`config.mk`:
```
export PLATFORM = sky130hd
export DESIGN_NAME = shift_arbiter_flat
export DESIGN_NICKNAME = d
export VERILOG_FILES = /design/src/rtl/shift_arbiter_if.sv /design/src/rtl/shift_arbiter.sv /design/src/flat_wrapper.sv
export SDC_FILE = /design/constraint.sdc
export NUM_CORES = 1
export LEC_CHECK = 0
export ABC_AREA = 1
export CAP_MARGIN = 25
export CORE_MARGIN = 8
export CORE_UTILIZATION = 30
export CTS_CLUSTER_SIZE = 40
export DETAILED_ROUTE_END_ITERATION = 10
export HOLD_SLACK_MARGIN = 0.06
export PLACE_DENSITY = 0.44
export SETUP_SLACK_MARGIN = 0.02
export SYNTH_ARGS = -nofsm -noshare
export SYNTH_HDL_FRONTEND = slang
export SYNTH_SLANG_ARGS = --single-unit
```
`constraint.sdc`:
```
create_clock -name clk -period 5.3 [get_ports clk]
set_clock_uncertainty 0.05 [all_clocks]
set_input_delay 1.06 -clock clk [delete_from_list [all_inputs] [get_ports clk]]
set_output_delay 1.06 -clock clk [all_outputs]
set_load 0.02 [all_outputs]
```
`src/rtl/shift_arbiter_if.sv`:
```
// Request/grant and actuator bundle for the gearshift arbiter.
// master = requester/driver side, slave = arbiter side.
interface shift_arbiter_if;
    logic       drv_up_req;
    logic       drv_dn_req;
    logic       ecu_up_req;
    logic       ecu_dn_req;
    logic       drv_ack;
    logic       ecu_ack;
    logic       drv_nack;
    logic       ecu_nack;
    logic       up_sol;
    logic       dn_sol;
    logic       ign_cut;
    logic [2:0] gear;
    logic       busy;

    modport master (
        output drv_up_req, drv_dn_req, ecu_up_req, ecu_dn_req,
        input  drv_ack, ecu_ack, drv_nack, ecu_nack,
        input  up_sol, dn_sol, ign_cut, gear, busy
    );

    modport slave (
        input  drv_up_req, drv_dn_req, ecu_up_req, ecu_dn_req,
        output drv_ack, ecu_ack, drv_nack, ecu_nack,
        output up_sol, dn_sol, ign_cut, gear, busy
    );
endinterface

```
`src/rtl/shift_arbiter.sv`:
```
// Gearshift arbiter: driver/ECU arbitration, gear tracking, cut/pulse/holdoff.
// SHIFT_IGN_CUT_EN enables the ignition-cut lead phase before upshifts.
module shift_arbiter #(
    parameter int unsigned NORMAL_CYCLES  = 5000000,
    parameter int unsigned NEUTRAL_CYCLES = 2500000,
    parameter int unsigned CUT_CYCLES     = 250000,
    parameter int unsigned HOLDOFF_CYCLES = 10000000,
    parameter int unsigned CNT_W          = 32
) (
    input  logic            clk,
    input  logic            rst,
    shift_arbiter_if.slave  bus
);

    typedef enum logic [1:0] {
        IDLE    = 2'd0,
        ACTUATE = 2'd1,
        HOLDOFF = 2'd2
`ifdef SHIFT_IGN_CUT_EN
        ,CUT    = 2'd3
`endif
    } state_t;

    localparam logic [CNT_W-1:0] NORM_LAST = CNT_W'(NORMAL_CYCLES - 1);
    localparam logic [CNT_W-1:0] NEUT_LAST = CNT_W'(NEUTRAL_CYCLES - 1);
    localparam logic [CNT_W-1:0] CUT_LAST  = CNT_W'(CUT_CYCLES - 1);
    localparam logic [CNT_W-1:0] HOLD_LAST = CNT_W'(HOLDOFF_CYCLES - 1);

    state_t           state, state_n;
    logic [CNT_W-1:0] cnt, cnt_n, last;
    logic [2:0]       gear, gear_n;
    logic             up_sol, up_sol_n;
    logic             dn_sol, dn_sol_n;
    logic             ign_cut, ign_cut_n;
    logic             neutral, neutral_n;
    logic             drv_ack, drv_ack_n;
    logic             drv_nack, drv_nack_n;
    logic             ecu_ack, ecu_ack_n;
    logic             ecu_nack, ecu_nack_n;

    logic             drv_up_q, drv_dn_q;
    logic             ecu_up_q, ecu_dn_q;
    logic             drv_arm, ecu_arm;

    logic             drv_sel, ecu_sel;
    logic             sel_up, sel_dn;
    logic             bad, nshift;

    // Arbitration and validation work from the registered request copies.
    always_comb begin
        drv_sel = drv_arm & (drv_up_q | drv_dn_q);
        ecu_sel = ~drv_sel & ecu_arm & (ecu_up_q | ecu_dn_q);
        sel_up  = drv_sel ? drv_up_q : ecu_up_q;
        sel_dn  = drv_sel ? drv_dn_q : ecu_dn_q;
        bad     = (sel_up & sel_dn)
                | (sel_up & (gear == 3'd6))
                | (sel_dn & (gear == 3'd0));
        nshift  = (sel_up & (gear == 3'd0))
                | (sel_dn & (gear == 3'd1));
    end

    always_comb begin
        last = CUT_LAST;
        unique case (state)
            ACTUATE: last = neutral ? NEUT_LAST : NORM_LAST;
            HOLDOFF: last = HOLD_LAST;
            default: ;
        endcase
    end

    always_comb begin
        state_n    = state;
        cnt_n      = cnt + CNT_W'(1);
        gear_n     = gear;
        up_sol_n   = up_sol;
        dn_sol_n   = dn_sol;
        ign_cut_n  = ign_cut;
        neutral_n  = neutral;
        drv_ack_n  = 1'b0;
        drv_nack_n = 1'b0;
        ecu_ack_n  = 1'b0;
        ecu_nack_n = 1'b0;
        unique case (state)
            IDLE: begin
                cnt_n = '0;
                if (drv_sel | ecu_sel) begin
                    if (bad) begin
                        drv_nack_n = drv_sel;
                        ecu_nack_n = ecu_sel;
                    end else begin
                        drv_ack_n = drv_sel;
                        ecu_ack_n = ecu_sel;
                        gear_n    = sel_up ? gear + 3'd1 : gear - 3'd1;
                        neutral_n = nshift;
                        state_n   = ACTUATE;
                        // Neutral<->first always uses the dn solenoid.
                        up_sol_n  = sel_up & ~nshift;
                        dn_sol_n  = ~(sel_up & ~nshift);
`ifdef SHIFT_IGN_CUT_EN
                        if (sel_up & ~nshift) begin
                            state_n   = CUT;
                            up_sol_n  = 1'b0;
                            dn_sol_n  = 1'b0;
                            ign_cut_n = 1'b1;
                        end
`endif
                    end
                end
            end
`ifdef SHIFT_IGN_CUT_EN
            CUT: begin
                if (cnt == last) begin
                    state_n  = ACTUATE;
                    cnt_n    = '0;
                    up_sol_n = 1'b1;
                end
            end
`endif
            ACTUATE: begin
                if (cnt == last) begin
                    state_n   = HOLDOFF;
                    cnt_n     = '0;
                    up_sol_n  = 1'b0;
                    dn_sol_n  = 1'b0;
                    ign_cut_n = 1'b0;
                end
            end
            HOLDOFF: begin
                if (cnt == last) begin
                    state_n = IDLE;
                    cnt_n   = '0;
                end
            end
            default: begin
                state_n   = IDLE;
                cnt_n     = '0;
                up_sol_n  = 1'b0;
                dn_sol_n  = 1'b0;
                ign_cut_n = 1'b0;
            end
        endcase
    end

    always_ff @(posedge clk or posedge rst) begin
        if (rst) begin
            state    <= IDLE;
            cnt      <= '0;
            gear     <= 3'd0;
            up_sol   <= 1'b0;
            dn_sol   <= 1'b0;
            ign_cut  <= 1'b0;
            neutral  <= 1'b0;
            drv_ack  <= 1'b0;
            drv_nack <= 1'b0;
            ecu_ack  <= 1'b0;
            ecu_nack <= 1'b0;
        end else begin
            state    <= state_n;
            cnt      <= cnt_n;
            gear     <= gear_n;
            up_sol   <= up_sol_n;
            dn_sol   <= dn_sol_n;
            ign_cut  <= ign_cut_n;
            neutral  <= neutral_n;
            drv_ack  <= drv_ack_n;
            drv_nack <= drv_nack_n;
            ecu_ack  <= ecu_ack_n;
            ecu_nack <= ecu_nack_n;
        end
    end

    // Arming looks at the live request lines so a level held through
    // reset never arms itself off the cleared request registers.
    always_ff @(posedge clk or posedge rst) begin
        if (rst) begin
            drv_up_q <= 1'b0;
            drv_dn_q <= 1'b0;
            ecu_up_q <= 1'b0;
            ecu_dn_q <= 1'b0;
            drv_arm  <= 1'b0;
            ecu_arm  <= 1'b0;
        end else begin
            drv_up_q <= bus.drv_up_req;
            drv_dn_q <= bus.drv_dn_req;
            ecu_up_q <= bus.ecu_up_req;
            ecu_dn_q <= bus.ecu_dn_req;
            if (drv_ack_n | drv_nack_n)
                drv_arm <= 1'b0;
            else if (~bus.drv_up_req & ~bus.drv_dn_req)
                drv_arm <= 1'b1;
            if (ecu_ack_n | ecu_nack_n)
                ecu_arm <= 1'b0;
            else if (~bus.ecu_up_req & ~bus.ecu_dn_req)
                ecu_arm <= 1'b1;
        end
    end

    assign bus.drv_ack  = drv_ack;
    assign bus.drv_nack = drv_nack;
    assign bus.ecu_ack  = ecu_ack;
    assign bus.ecu_nack = ecu_nack;
    assign bus.up_sol   = up_sol;
    assign bus.dn_sol   = dn_sol;
    assign bus.ign_cut  = ign_cut;
    assign bus.gear     = gear;
    assign bus.busy     = (state != IDLE);

endmodule

```
`src/flat_wrapper.sv`:
```
// flat-port wrapper written by rule: the top's interface ports become plain ports
module shift_arbiter_flat 
#(
    parameter int unsigned NORMAL_CYCLES  = 5000000,
    parameter int unsigned NEUTRAL_CYCLES = 2500000,
    parameter int unsigned CUT_CYCLES     = 250000,
    parameter int unsigned HOLDOFF_CYCLES = 10000000,
    parameter int unsigned CNT_W          = 32
)
  (clk, rst, bus_drv_up_req, bus_drv_dn_req, bus_ecu_up_req, bus_ecu_dn_req, bus_drv_ack, bus_ecu_ack, bus_drv_nack, bus_ecu_nack, bus_up_sol, bus_dn_sol, bus_ign_cut, bus_gear, bus_busy);
  shift_arbiter_if bus_i ();
  input  logic clk;
  input  logic rst;
  input wire logic [$bits(bus_i.drv_up_req)-1:0] bus_drv_up_req;
  input wire logic [$bits(bus_i.drv_dn_req)-1:0] bus_drv_dn_req;
  input wire logic [$bits(bus_i.ecu_up_req)-1:0] bus_ecu_up_req;
  input wire logic [$bits(bus_i.ecu_dn_req)-1:0] bus_ecu_dn_req;
  output wire logic [$bits(bus_i.drv_ack)-1:0] bus_drv_ack;
  output wire logic [$bits(bus_i.ecu_ack)-1:0] bus_ecu_ack;
  output wire logic [$bits(bus_i.drv_nack)-1:0] bus_drv_nack;
  output wire logic [$bits(bus_i.ecu_nack)-1:0] bus_ecu_nack;
  output wire logic [$bits(bus_i.up_sol)-1:0] bus_up_sol;
  output wire logic [$bits(bus_i.dn_sol)-1:0] bus_dn_sol;
  output wire logic [$bits(bus_i.ign_cut)-1:0] bus_ign_cut;
  output wire logic [$bits(bus_i.gear)-1:0] bus_gear;
  output wire logic [$bits(bus_i.busy)-1:0] bus_busy;
  assign bus_i.drv_up_req = bus_drv_up_req;
  assign bus_i.drv_dn_req = bus_drv_dn_req;
  assign bus_i.ecu_up_req = bus_ecu_up_req;
  assign bus_i.ecu_dn_req = bus_ecu_dn_req;
  assign bus_drv_ack = bus_i.drv_ack;
  assign bus_ecu_ack = bus_i.ecu_ack;
  assign bus_drv_nack = bus_i.drv_nack;
  assign bus_ecu_nack = bus_i.ecu_nack;
  assign bus_up_sol = bus_i.up_sol;
  assign bus_dn_sol = bus_i.dn_sol;
  assign bus_ign_cut = bus_i.ign_cut;
  assign bus_gear = bus_i.gear;
  assign bus_busy = bus_i.busy;
  shift_arbiter #(.NORMAL_CYCLES(NORMAL_CYCLES), .NEUTRAL_CYCLES(NEUTRAL_CYCLES), .CUT_CYCLES(CUT_CYCLES), .HOLDOFF_CYCLES(HOLDOFF_CYCLES), .CNT_W(CNT_W)) u_core (.clk(clk), .rst(rst), .bus(bus_i));
endmodule
```
== After elaboration in Yosys (flattened, before gate mapping) ==
Index checks and enable logic that the tools add are counted.

* Add/subtract/negate cells: 3
* Equality and inequality tests: 9
* Muxes and demuxes: 36
* Bitwise operators: 29
* Reductions and logical operators: 11

{| class="wikitable"
|+ Operators by type and width
! operator !! number
|-
| $mux 32 || 2
|-
| $pmux 32 s2 || 1
|-
| $add 32x1->32 const B || 1
|-
| $eq 32x32->1 || 1
|-
| $mux 1 || 23
|-
| $mux 23 || 1
|-
| $and 1x1->1 || 11
|-
| $not 1->1 || 10
|-
| $mux 2 || 4
|-
| $or 1x1->1 || 8
|-
| $reduce_and 4->1 || 2
|-
| $ne 2x1->1 const B || 3
|-
| $pmux 1 s3 || 2
|-
| $pmux 2 s3 || 1
|-
| $reduce_bool 2->1 || 3
|-
| $reduce_or 2->1 || 2
|-
| $add 3x1->3 const B || 1
|-
| $eq 3x1->1 const B || 1
|-
| $eq 3x3->1 const B || 1
|-
| $logic_not 3->1 || 1
|-
| $mux 3 || 1
|-
| $reduce_and 3->1 || 1
|-
| $sub 3x1->3 const B || 1
|-
| $eq 2x1->1 const B || 1
|-
| 5 further kinds || 5
|}

* Register bits after elaboration: 51
* Output and inout port bits: 11

== Longest topological paths before layout ==
Gate-level depths: netlist of run 1.

* Word-level depth: 11
* Gate-level depth with buffers: 15

== Worst setup path before layout of run 1 ==
Ideal clock, no wire load.

* Path type: register to output
* From: register u_core.state[0]
* To: output port bus_busy
* Arrival: 0.929 ns
* Required time: 4.190 ns
* Path slack: 3.261 ns
* Cell stages (with the launch flop): 4
* Path buffers: 0
* Cell sequence: dfrtp_1 > inv_1 > ha_1 > inv_1

* Longest elaborated chain between the ends: 1

{| class="wikitable"
|+ RTL lines
! what !! line !! text
|-
| from (decl) || shift_arbiter.sv:29 || <nowiki>state_t state, state_n;</nowiki>
|-
| from (signal assigned) || shift_arbiter.sv:158 || <nowiki>state <= state_n;</nowiki>
|-
| $reduce_bool 2->1 || shift_arbiter.sv:206 || <nowiki>assign bus.busy = (state != IDLE);</nowiki>
|-
| to (decl) || flat_wrapper.sv:26 || <nowiki>output wire logic [$bits(bus_i.busy)-1:0] bus_busy;</nowiki>
|}

No other way between the ends.

== Worst setup path in the final report of run 1 ==
Same ends and word-level chain as after synthesis.

==> insert_results.sql, run 1 <==
INSERT INTO impl_metrics (metric_group, metric, value, unit) VALUES
('clock_network', 'root_buffer_cell', 'clkbuf_8', ''),
('synth', 'syn-cell-area', '3090', 'µm²'),
('synth', 'synth_area_leaders', 'dfrtp_1, nand2_1, nor2_1, xor2_1, inv_1', ''),
('power_and_ir_drop', 'share_clk_of_total_power', '17.4', '%'),
('floorplan', 'ioPinCount', '17', ''),
('floorplan', 'dieHeight', '117', 'µm'),
('sta', 'final-max-slew-violation-count', '0', ''),
('power_and_ir_drop', 'switchingPower', '0.604', 'mW'),
('setup_path', 'start_kind', 'flop', ''),
('finish', 'flip_flop_count_of_the_largest_register_after_layout', '32', ''),
('grt', 'vias_in_the_first_global_route', '2533', ''),
('finish', 'num-nets-final', '438', ''),
('finish', 'footprint_of_the_multi_input_gates', '1610', 'µm²'),
('finish', 'layout_common_cells', 'nand2_1, nor2_1, dfrtp_1', ''),
('setup_path', 'setup_cp_type', 'reg2out', ''),
('grt', 'grt_antenna_before_repair', '0', ''),
('setup_path', 'worst_setup_path_end_kind', 'primary output', ''),
('synth', 'synth-warning-count', '0', ''),
('finish', 'instances_no_fill', '558', ''),
('clock_network', 'cts_resized', '0', ''),
('setup_path', 'cp_max_fo', '6', ''),
('setup_path', 'critical-path-top-delay-family', 'buffers and inverters', ''),
('power_and_ir_drop', 'sw_frac_of_total', '44.4', '%'),
('synth', 'synth-seq-cells', '50', ''),
('clock_network', 'tritoncts', 'built', ''),
('synth', 'syn_inst', '404', ''),
('sta', 'number_of_hold_violations_in_the_final_report', '0', ''),
('hold_path', 'hold_crit_path_type', 'reg2reg', ''),
('synth', 'synth_top_area_share', '40.5', '%'),
('synth', 'yosys.cell_types.count', '39', ''),
('grt', 'grt_start_max_net_pins', '30', ''),
('grt', 'grt_first_pass_wirelength', '13.4', 'mm'),
('finish', 'sequential_cell_area', '1250', 'µm²'),
('finish', 'top_register', 'u_core.cnt', ''),
('sta', 'worst_pin_slew', '0.712', 'ns'),
('routing', 'detail_route.iter0.violations', '144', ''),
('placement', 'io_buffer_count', '15', ''),
('sta', 'finalSetupViolations', '0', ''),
('setup_path', 'critical_path_required_time', '4.19', 'ns'),
('floorplan', 'die_area', '13800', 'µm²'),
('setup_path', 'r2r.worst_path.cells', '12', ''),
('floorplan', 'placementRows', '37', ''),
('grt', 'grt_use_total', '11.7', '%'),
('grt', 'grt_overflow_total', '0', ''),
('clock_network', 'cts_inserted_buffers', '5', ''),
('routing', 'remaining_drc_errors', '0', ''),
('clock_network', 'htree_num_levels', '2', ''),
('hold_path', 'whs_path_depth', '1', ''),
('finish', 'largest_registers', 'u_core.cnt: 32 flops, u_core.bus.gear: 3 flops, u_core.state: 2 flops', ''),
('synth', 'synthesis.area_per_instance', '7.65', 'µm²'),
('setup_path', 'crit_buf_inv', '3', ''),
('clock_network', 'clk_pin_slew', '0.09', 'ns'),
('finish', 'share_of_cells_above_drive_strength_1', '9.24', '%'),
('status', 'run_status', 'completed', ''),
('setup_path', 'critPathMostFrequentCell', 'inv_1', ''),
('finish', 'mostFrequentLayoutCell', 'nand2_1', ''),
('setup_path', 'worst-endpoint-arrival', '1.93', 'ns'),
('clock_network', 'maximum_clock_insertion_buffer_count', '2', ''),
('floorplan', 'coreArea', '10200', 'µm²'),
('routing', 'drt-pass1-iter-count', '5', ''),
('routing', 'detail-route-antenna-nets', '0', ''),
('routing', 'routed_wire_length_per_instance', '13.8', 'µm'),
('finish', 'area_growth_syn_to_layout', '12.8', '%'),
('synth', 'postSynthNetCount', '421', ''),
('placement', 'gp_congestion', '0.801', ''),
('power_and_ir_drop', 'p_int', '0.758', 'mW'),
('floorplan', 'initial_utilization', '30.3', '%'),
('flow_run', 'max_cap_violations', '0', ''),
('routing', 'routed_wirelength', '7.72', 'mm'),
('power_and_ir_drop', 'combPwrFrac', '47.3', '%'),
('finish', 'n_antenna_cell', '0', '');
[worst reg2reg max path, stage by stage (launching register included)]
cell and delay (ns):
dfrtp_1 0.40, inv_1 0.10, ha_1 0.40, inv_2 0.25, nand3_1 0.11, nand2_1 0.07, nand2_1 0.05, inv_1 0.05
nand2_1 0.08, nor2_4 0.10, nand3_4 0.10, nand2_2 0.43, nor3_1 0.14
[final timing paths]
check	start	endpoint	slack [ns]
max in group asynchronous	rst	u_core.cnt[7]	3.62
min in group asynchronous	rst	u_core.bus.drv_ack	1.05
worst max register to register	u_core.state[0]	u_core.cnt[29]	2.87
worst min-delay path	u_core.cnt[0]	u_core.cnt[0]	0.41
worst min register to register	u_core.cnt[0]	u_core.cnt[0]	0.41
worst max-delay path	u_core.state[0]	bus_busy	2.26
[power groups by stage]
stage               logic [mW]  registers (mW)  clock network (mW)
floorplan                0.441           0.512                   0
global placement         0.647           0.489                   0
detailed placement       0.652           0.490                   0
CTS                      0.654           0.483               0.248
global route             0.735           0.492               0.257
finish                   0.644           0.481               0.236
[final cells by class]
cell class	instances	area share [%]
inverter	51	5.49
timing repair buffer	16	4.88
clock buffer	7	2.48
tap	136	4.88
multi-input combinational	297	46.2
sequential	50	35.9
clock inverter	1	0.144
[stage by stage]
stage               power [mW]  utilization [%]  worst slack, ns  instance area (µm²)  hold WS, ns
CTS                       1.39             34.2             2.25                 3480        0.412
floorplan                0.952                -             2.99                 3090        0.381
detailed placement        1.14             33.3             2.60                 3390        0.400
global route              1.48             34.2             2.12                 3480        0.430
finish                    1.36             34.2             2.26                 3480        0.410
global placement          1.14             33.1             2.65                 3370        0.406
[routing by layer]
| layer | track usage (%) | part of all wire [%] | up-vias |
|---|---|---|---|
| li1 | - | - | 1303 |
| met1 | 15.8 | 50 | 1204 |
| met2 | 18.8 | 46 | 31 |
| met3 | 1.77 | 2.7 | 9 |
| met4 | 3.76 | 1.4 | 0 |
| met5 | 0 | 0 | - |
[cell usage after synthesis, drive strengths merged]
library cell  number
nand4             12
buf                5
a31oi              1
inv               51
dfrtp             50
or2                1
nand3             24
nor3b              1
xor2              20
a21oi              4
ha                11
o22ai              1
nor3              16
clkbuf             1
o21ai             11
nand3b             2
nor2              75
xnor2              5
nor4               5
nand2            106
conb               1
mux2i              1
[kinds of logic (layout without fill, tap and decap cells)]
group	after synthesis	count (layout)	share of synthesized area, %
and+or+nand+nor	242	242	36.3
xor gates and xnor gates	25	25	7.09
other	1	1	0.121
muxes	1	1	0.324
DFF	50	50	40.5
AOI/OAI and AO/OA	17	17	3.81
buffers and inverters	57	75	7.41
adders and majority gates	11	11	4.45
No activity file was read; power rests on OpenSTA's default activity.
==> run 2: changes to the inputs <==
==> constraint.sdc (replaced) <==
create_clock -name clk -period 2.9 [get_ports clk]
set_clock_uncertainty 0.05 [all_clocks]
set_input_delay 0.58 -clock clk [delete_from_list [all_inputs] [get_ports clk]]
set_output_delay 0.58 -clock clk [all_outputs]
set_load 0.02 [all_outputs]
==> run 2 against run 1 <==
  * Count of clock-buffer cells in the layout is the same
  * Final area stayed put
  * Worst hold slack gained 0.015 ns
  * Power rose by 80%
  * Sequential power rose by 83%
  * Die area stayed put
  * Via count fell by 0.63%
  * Global-route usage is 0.22 points lower
  * Largest power group unchanged
==> insert_results.sql, run 2 (synthesized netlist as in run 1, its figures left out) <==
INSERT INTO impl_metrics (metric_group, metric, value, unit) VALUES
('status', 'run_status', 'completed', ''),
('hold_path', 'hold_path_end', 'u_core.cnt[0]', ''),
('finish', 'share_of_cells_above_drive_strength_1', '9.24', '%'),
('finish', 'num-nets-final', '438', ''),
('sta', 'worst_pin_slew', '0.650', 'ns'),
('flow_run', 'max_cap_violations', '0', ''),
('setup_path', 'start_kind', 'flop', ''),
('grt', 'grt_first_pass_wirelength', '13.0', 'mm'),
('floorplan', 'initial_utilization', '30.3', '%'),
('setup_path', 'worst-endpoint-arrival', '1.94', 'ns'),
('grt', 'grt_use_total', '11.5', '%'),
('sta', 'finalSetupViolations', '0', ''),
('placement', 'placed_area', '3390', 'µm²'),
('clock_network', 'maximum_clock_insertion_buffer_count', '2', ''),
('placement', 'gp_congestion', '0.868', ''),
('placement', 'io_buffer_count', '15', ''),
('setup_path', 'cp_max_fo', '6', ''),
('sta', 'max-slew-margin-rel', '56.3', '%'),
('placement', 'placement.setup.worst_slack', '0.528', 'ns'),
('hold_path', 'hold_crit_path_type', 'reg2reg', ''),
('finish', 'area_growth_syn_to_layout', '12.8', '%'),
('finish', 'instances_no_fill', '558', ''),
('setup_path', 'r2r.worst_path.cells', '12', ''),
('sta', 'whs', '0.425', 'ns'),
('grt', 'grt_antenna_before_repair', '0', ''),
('placement', 'hpwl', '6.00', 'mm'),
('floorplan', 'coreArea', '10200', 'µm²'),
('clock_network', 'root_buffer_cell', 'clkbuf_8', ''),
('finish', 'n_antenna_cell', '0', ''),
('routing', 'vias', '2531', ''),
('routing', 'routed_wirelength', '7.65', 'mm'),
('clock_network', 'cts.sink_count', '50', ''),
('clock_network', 'cts_resized', '0', ''),
('grt', 'grt_start_max_net_pins', '28', ''),
('setup_path', 'critical_path_required_time', '2.27', 'ns'),
('routing', 'drt-pass1-iter-count', '4', ''),
('floorplan', 'ioPinCount', '17', ''),
('sta', 'grt_setup_unrepaired', 'false', ''),
('setup_path', 'worst_setup_path_end_kind', 'primary output', ''),
('clock_network', 'cts_hold_buffers', '0', ''),
('floorplan', 'fp.dieW', '117', 'µm'),
('sta', 'post-route-min-period', '2.57', 'ns'),
('clock_network', 'tritoncts', 'built', ''),
('finish', 'finalCoreUtilization', '34.2', '%'),
('placement', 'place.detailed.instances', '550', ''),
('floorplan', 'dieHeight', '117', 'µm'),
('setup_path', 'rr_endpoint', 'u_core.cnt[29]', ''),
('grt', 'grt_overflow_total', '0', ''),
('sta', 'number_of_hold_violations_in_the_final_report', '0', ''),
('setup_path', 'setup_cp_type', 'reg2out', ''),
('grt', 'vias_in_the_first_global_route', '2549', ''),
('floorplan', 'placementRows', '37', ''),
('finish', 'largest_registers', 'u_core.cnt: 32 flops, u_core.bus.gear: 3 flops, u_core.state: 2 flops', ''),
('sta', 'tns', '0', 'ns'),
('sta', 'final-max-slew-violation-count', '0', ''),
('finish', 'layout_common_cells', 'nand2_1, nor2_1, dfrtp_1', ''),
('power_and_ir_drop', 'totalPowerFinal', '2.45', 'mW'),
('finish', 'mostFrequentLayoutCell', 'nand2_1', ''),
('hold_path', 'worstHoldStart', 'u_core.cnt[0]', ''),
('routing', 'detail_route.iter0.violations', '125', ''),
('finish', 'flip_flop_count_of_the_largest_register_after_layout', '32', ''),
('power_and_ir_drop', 'power_density', '703', 'nW/µm²'),
('clock_network', 'clk-insertion-delay-late', '0.30', 'ns'),
('routing', 'detail-route-antenna-nets', '0', ''),
('clock_network', 'cts_inserted_buffers', '5', ''),
('clock_network', 'cts_post_setup_buffers_inserted', '0', ''),
('hold_path', 'whs_path_depth', '1', ''),
('floorplan', 'die_area', '13800', 'µm²'),
('setup_path', 'r2r_slack', '0.55', 'ns'),
('finish', 'top_register', 'u_core.cnt', ''),
('sta', 'final.period_utilization', '88.6', '%'),
('setup_path', 'r2r-start', 'u_core.state[0]', ''),
('power_and_ir_drop', 'static-leakage-power', '1.58', 'nW'),
('clock_network', 'htree_num_levels', '2', ''),
('routing', 'routed_wire_length_per_instance', '13.7', 'µm'),
('sta', 'max_freq', '389', 'MHz'),
('routing', 'remaining_drc_errors', '0', ''),
('routing', 'detail_route.vias_per_cell', '4.54', ''),
('sta', 'layout_setup_ws', '0.330', 'ns'),
('finish', 'fin_area', '3480', 'µm²'),
('clock_network', 'clk_pin_slew', '0.09', 'ns'),
('power_and_ir_drop', 'ir_worst_vdd', '0.329', 'mV');
run 2: area by class of cell:
cell class | instances | area [µm²]
clock buffer | 7 | 86.3
clock inverter | 1 | 5.00
fill | 1102 | 6700
inverter | 51 | 191
multi-input combinational | 297 | 1610
sequential | 50 | 1250
tap | 136 | 170
timing repair buffer | 16 | 170
run 2: critical path: stages (launching register included):
cell	delay (ns)
dfrtp_1	0.40
inv_1	0.09
ha_1	0.29
inv_1	0.20
clkdlybuf4s50_1	0.64
run 2: where the power goes:
group | total, mW | switching [mW] | leakage, nW | internal [mW]
clock network | 0.420 | 0.227 | 0.0482 | 0.193
registers | 0.882 | 0.0834 | 0.668 | 0.798
logic | 1.15 | 0.754 | 0.859 | 0.393
run 2: per-layer routing:
layer  part of all wire, %  global-route usage (%)
met5                     0                       0
met4                   1.5                    3.92
met3                   3.5                    1.77
met2                    45                    17.8
met1                    50                    16.0
run 2: worst max path at each step:
stage / endpoint / cells past startpoint / slack [ns] / from
2_1_floorplan: u_core.bus.dn_sol / 14 / 0.96 / u_core.state[0]
3_3_place_gp: u_core.cnt[29] / 12 / 0.51 / u_core.state[0]
3_5_place_dp: u_core.cnt[29] / 12 / 0.53 / u_core.state[0]
4_1_cts: bus_busy / 4 / 0.29 / u_core.state[0]
5_1_grt: bus_busy / 4 / 0.18 / u_core.state[0]
6_report: bus_busy / 4 / 0.33 / u_core.state[0]
==> RTL edit 1, RTL diff (flow settings as in run 2) <==
`CNT_W` is set to 32 in 2 places; all go to 64.
--- a/src/rtl/shift_arbiter.sv
+++ b/src/rtl/shift_arbiter.sv
@@ -5,7 +5,7 @@
     parameter int unsigned NEUTRAL_CYCLES = 2500000,
     parameter int unsigned CUT_CYCLES     = 250000,
     parameter int unsigned HOLDOFF_CYCLES = 10000000,
-    parameter int unsigned CNT_W          = 32
+    parameter int unsigned CNT_W          = 64
 ) (
     input  logic            clk,
     input  logic            rst,
--- a/src/flat_wrapper.sv
+++ b/src/flat_wrapper.sv
@@ -5,7 +5,7 @@
     parameter int unsigned NEUTRAL_CYCLES = 2500000,
     parameter int unsigned CUT_CYCLES     = 250000,
     parameter int unsigned HOLDOFF_CYCLES = 10000000,
-    parameter int unsigned CNT_W          = 32
+    parameter int unsigned CNT_W          = 64
 )
   (clk, rst, bus_drv_up_req, bus_drv_dn_req, bus_ecu_up_req, bus_ecu_dn_req, bus_drv_ack, bus_ecu_ack, bus_drv_nack, bus_ecu_nack, bus_up_sol, bus_dn_sol, bus_ign_cut, bus_gear, bus_busy);
   shift_arbiter_if bus_i ();
Behaviour: same outputs for any inputs over 10 cycles, from zero or initial values and one cycle with rst high; that may be too few to reach the edited logic, so the function may still have changed.
==> RTL edit 1 against run 2 <==
Sequential cell count up 32. Total power up 53%. Wire length up 110%. Critical path depth unchanged. Synthesized area up 72%. Design area up 73%. Setup slack worse by 23 ps. Via count up 84%.
==> RTL edit 1: results (changes against run 2) <==
GRT
  – Vias in the first global route: 4682 (+84%)
  – Largest net degree at the start of global routing: 42 (+50%)
  – Gr usage total: 0.151 (+0.0365)
  – First-pass GRT wire length: 25.8 mm (+98%)

Setup path
  – Cells on worst reg2reg path: 11 (-1)
  – Crit. Startpoint: u_core.state[0]
  – Worst r2r dst: u_core.cnt[20]
  – Reg2Reg Setup Slack: 520 ps (-30 ps)
  – Arrival time at the worst endpoint: 1960 ps (+20 ps)

Layout
  – Layout Nets: 769 (+76%)
  – Fillcell total: 1869 (+70%)
  – Largest registers: u_core.cnt (64), u_core.bus.gear (3), u_core.state (2)
  – Ratio of cells with drive above 1 in the final layout: 0.0766 (-0.0158)

Yosys
  – Netlist cell types: 37 (-5.1%)
  – Largest cells by area after synthesis: dfrtp_1, nor2_1, nand2_1, xor2_1, inv_1
  – Syn_nets: 749 (+78%)
  – Top cells by count, synth: nor2_1, nand2_1, dfrtp_1, inv_1, xor2_1
  – Share of the yosys chip area belonging to registers: 0.386 (-0.0189)

Clock network
  – Root buffer cell: clkbuf_16
  – Clk slew on worst S/H paths: 60 ps (-30 ps)
  – Htree depth: 3 (+1)
  – CTS buffer count: 9 (+4)
  – Clock Latency Late Sink: 350 ps (+50 ps)

Power and ir drop
  – Worst vdd ir: 0.000372 V (+13%)

Status
  – Outcome: finished clean

Timing
  – Slew @ Worst Pin: 645 ps (-5.30 ps)

Place
  – RD Place Congestion: 0.885 (+2.0%)
  – Post-DP HPWL: 12.7 mm (+110%)

Drt
  – Routed len/inst: 16.4 um (+19%)
  – DRT iter0 DRCs: 274 (+120%)
## RTL edit 1: changes by cell type after synthesis, sizes merged, moves of 7 or more
cell          run 2  this run
nand4            12        27
nand3            24        31
nor3             16        36
xor2             20        49
nand2           106       175
nor2             75       183
inv              51        83
dfrtp            50        82
## RTL edit 1: stage by stage
| step | total power [W] | util | area, um2 | instances | hold WS, ps |
|---|---|---|---|---|---|
| 6_report | 0.00376 | 0.349 | 6030 | 982 | 410 |
| 5_1_grt | 0.00403 | 0.349 | 6030 | 982 | 435 |
| 4_1_cts | 0.00382 | 0.349 | 6030 | 982 | 410 |
| 3_5_place_dp | 0.00267 | 0.332 | 5740 | 966 | 402 |
| 3_3_place_gp | 0.00266 | 0.332 | 5740 | 966 | 395 |
| 2_1_floorplan | 0.00227 | - | 5320 | 732 | 381 |
## RTL edit 1: metal layers
layer | up-vias | wire length, um | global-route usage | share of wire
li1 | 2344 | - | - | -
met1 | 2224 | 8000 | 0.208 | 0.50
met2 | 80 | 7150 | 0.234 | 0.44
met3 | 21 | 594 | 0.0270 | 0.037
met4 | 0 | 325 | 0.0550 | 0.020
met5 | - | 0 | 0 | 0
## RTL edit 1: worst max path at each step
stage / slack [ps] / depth (start not counted) / end
floorplan: 160 / 1 / u_core.bus.dn_sol
global placement: 610 / 11 / u_core.cnt[20]
detailed placement: 540 / 11 / u_core.cnt[20]
CTS: 270 / 4 / bus_busy
global route: 220 / 4 / bus_busy
finish: 310 / 4 / bus_busy
## RTL edit 1: cell families after synthesis
kind of cell,after synthesis,synth area share
other cells,1,0.000705
xor+xnor,57,0.0939
compound gates,25,0.0313
simple gates,463,0.393
flops,82,0.386
fa+ha+maj,11,0.0259
buf+inv,93,0.0690
## RTL edit 1: worst max-delay path, delay by kind of cell (launching register included)
| family | cells | cell delay, ps |
|---|---|---|
| buffers and inverters | 3 | 950 |
| DFF | 1 | 400 |
| adders and majority gates | 1 | 270 |
## RTL edit 1: power by group
| part | total [W] | switching (W) | internal, W |
|---|---|---|---|
| combinational | 0.00131 | 0.000895 | 0.000414 |
| clock | 0.00112 | 0.000472 | 0.000651 |
| sequential | 0.00132 | 0.0000801 | 0.00124 |
| total | 0.00376 | 0.00145 | 0.00231 |
## RTL edit 1: area by class of cell
class / instances / area, um2 / area share
multi-input combinational: 557 / 2900 / 0.481
sequential: 82 / 2050 / 0.340
inverter: 83 / 313 / 0.0519
tap: 225 / 282 / 0.0467
clock buffer: 13 / 270 / 0.0448
timing repair buffer: 19 / 193 / 0.0320
clock inverter: 3 / 22.5 / 0.00374
==> RTL edit 2, RTL diff (flow settings as in run 2) <==
Without the edit above. Re-encode `state_t` (3 states) as one-hot, 3 bits wide.
--- a/src/rtl/shift_arbiter.sv
+++ b/src/rtl/shift_arbiter.sv
@@ -12,10 +12,10 @@
     shift_arbiter_if.slave  bus
 );
 
-    typedef enum logic [1:0] {
-        IDLE    = 2'd0,
-        ACTUATE = 2'd1,
-        HOLDOFF = 2'd2
+    typedef enum logic [2:0] {
+        IDLE    = 3'b001,
+        ACTUATE = 3'b010,
+        HOLDOFF = 3'b100
 `ifdef SHIFT_IGN_CUT_EN
         ,CUT    = 2'd3
 `endif
Behaviour: no difference found for any inputs over 10 cycles, from zero or initial values and one cycle with rst high; not proved beyond that.
==> RTL edit 2 against run 2 <==
First-iteration DRC count rose by 74%. Synthesized area rose by 6.0%. Critical path type unchanged. Via count rose by 22%. Combinational power fell by 14%. Highest routed layer unchanged. Design area rose by 7.0%. Total power fell by 1.9%. Setup slack improved by 70 ps. Sequential cell count rose by 1. Wire length rose by 27%. Final cell count rose by 14%. Clock power rose by 25%. Critical path depth did not move. Sequential share of layout area fell by 1.7 points.
==> RTL edit 2: results (changes against run 2) <==
Place
  – Post-Place Cells: 626 (+14%)
  – RD Place Congestion: 0.956 (+10%)
  – Pre-CTS WS: 507 ps (-20.3 ps)
  – Post-DP HPWL: 7.83 mm (+30%)
  – Placed cell area: 3610 um2 (+6.5%)

Drt
  – Final wirelength: 9.68 mm (+27%)
  – Initial DRT Pass Iterations: 5 (+1)
  – Routed len/inst: 15.3 um (+11%)
  – Via/cell ratio: 4.89 (+7.7%)
  – DRT iter0 DRCs: 217 (+74%)

Layout
  – Reg area: 1280 um2 (+2.1%)
  – Seq cells: 51 (+2.0%)
  – Signal buffers: 23 (+7)
  – ClkCell Share: 0.0315 (+0.00532)
  – Fillcell total: 1205 (+9.3%)
  – Buffer share of cell area: 0.0564 (+0.00752)
  – Ratio of cells with drive above 1 in the final layout: 0.0830 (-0.00942)
  – Inverter count: 62 (+22%)
  – Area taken by multi-input logic gates: 1720 um2 (+6.6%)
  – Layout Nets: 505 (+15%)

Setup path
  – R2R Path Start: u_core.state[0]
  – Reg2Reg Setup Slack: 490 ps (-60 ps)
  – Worst r2r dst: u_core.cnt[7]
  – Arrival time at the worst endpoint: 1870 ps (-70 ps)

Worst hold path
  – Worst min path class: flip-flop to flip-flop

Yosys
  – Share of the yosys chip area belonging to registers: 0.390 (-0.0150)
  – Top cells by count, synth: nand2_1, nor2_1, inv_1
  – Syn_nets: 482 (+14%)
  – Xor/xnor share of the synthesized area: 0.0347 (-0.0361)
  – Post-synthesis mux area share: 0 (-0.00324)
  – Post-synthesis cell area: 3280 um2 (+6.0%)
  – Largest cells by area after synthesis: dfrtp_1, nand2_1, nor2_1, inv_1, nand3_1
  – Netlist cell types: 33 (-15%)
  – Post-synthesis compound-gate area fraction: 0.0466 (+0.00853)
  – Synth Area in Adders: 0.0229 (-0.0216)
  – Asr flop ratio synth: 1.00 (unchanged)

GRT
  – Largest net degree at the start of global routing: 31 (+11%)
  – Vias in the first global route: 3050 (+20%)
  – Gr usage total: 0.139 (+0.0239)
  – First-pass GRT wire length: 16.1 mm (+24%)

Power and ir drop
  – Worst vdd ir: 0.000360 V (+9.7%)
  – Part of the power in registers: 0.370 (+0.010)
  – Leak: 1.67 nW (+6.3%)
  – Pwr/cell area: 644 nW/um2 (-8.3%)
  – Psw: 0.000950 W (-11%)
  – Pwr Total: 0.00240 W (-1.9%)
  – Clk pwr: 0.000523 W (+25%)

Clock network
  – Number of setup buffers added after CTS: 0 (unchanged)
  – Clk slew on worst S/H paths: 100 ps

Timing
  – Slew headroom: 0.578 (+0.0158)
  – Clock period minus worst slack: 2500 ps (-70.3 ps)

Status
  – Outcome: finished clean
[RTL edit 2: cell types whose count changed after synthesis, sizes merged, moves of 5 or more]
cell,change
ha,-5
xor2,-9
nor3,+14
a21oi,+6
inv,+9
nand2,+19
nor2,+18
[RTL edit 2: worst min-delay path by stage]
stage | to | from | slack [ps] | cells past startpoint
floorplan | u_core.cnt[0] | u_core.cnt[0] | 380 | 1
global placement | u_core.cnt[0] | u_core.cnt[0] | 390 | 1
detailed placement | u_core.cnt[0] | u_core.cnt[0] | 410 | 1
CTS | u_core.cnt[0] | u_core.cnt[0] | 420 | 1
global route | u_core.cnt[0] | u_core.cnt[0] | 440 | 1
finish | u_core.cnt[0] | u_core.cnt[0] | 410 | 1
[RTL edit 2: per-layer routing]
layer / track usage / routed length [um]
met1: 0.193 / 4740
met2: 0.209 / 4160
met3: 0.0233 / 502
met4: 0.0554 / 279
met5: 0 / 0
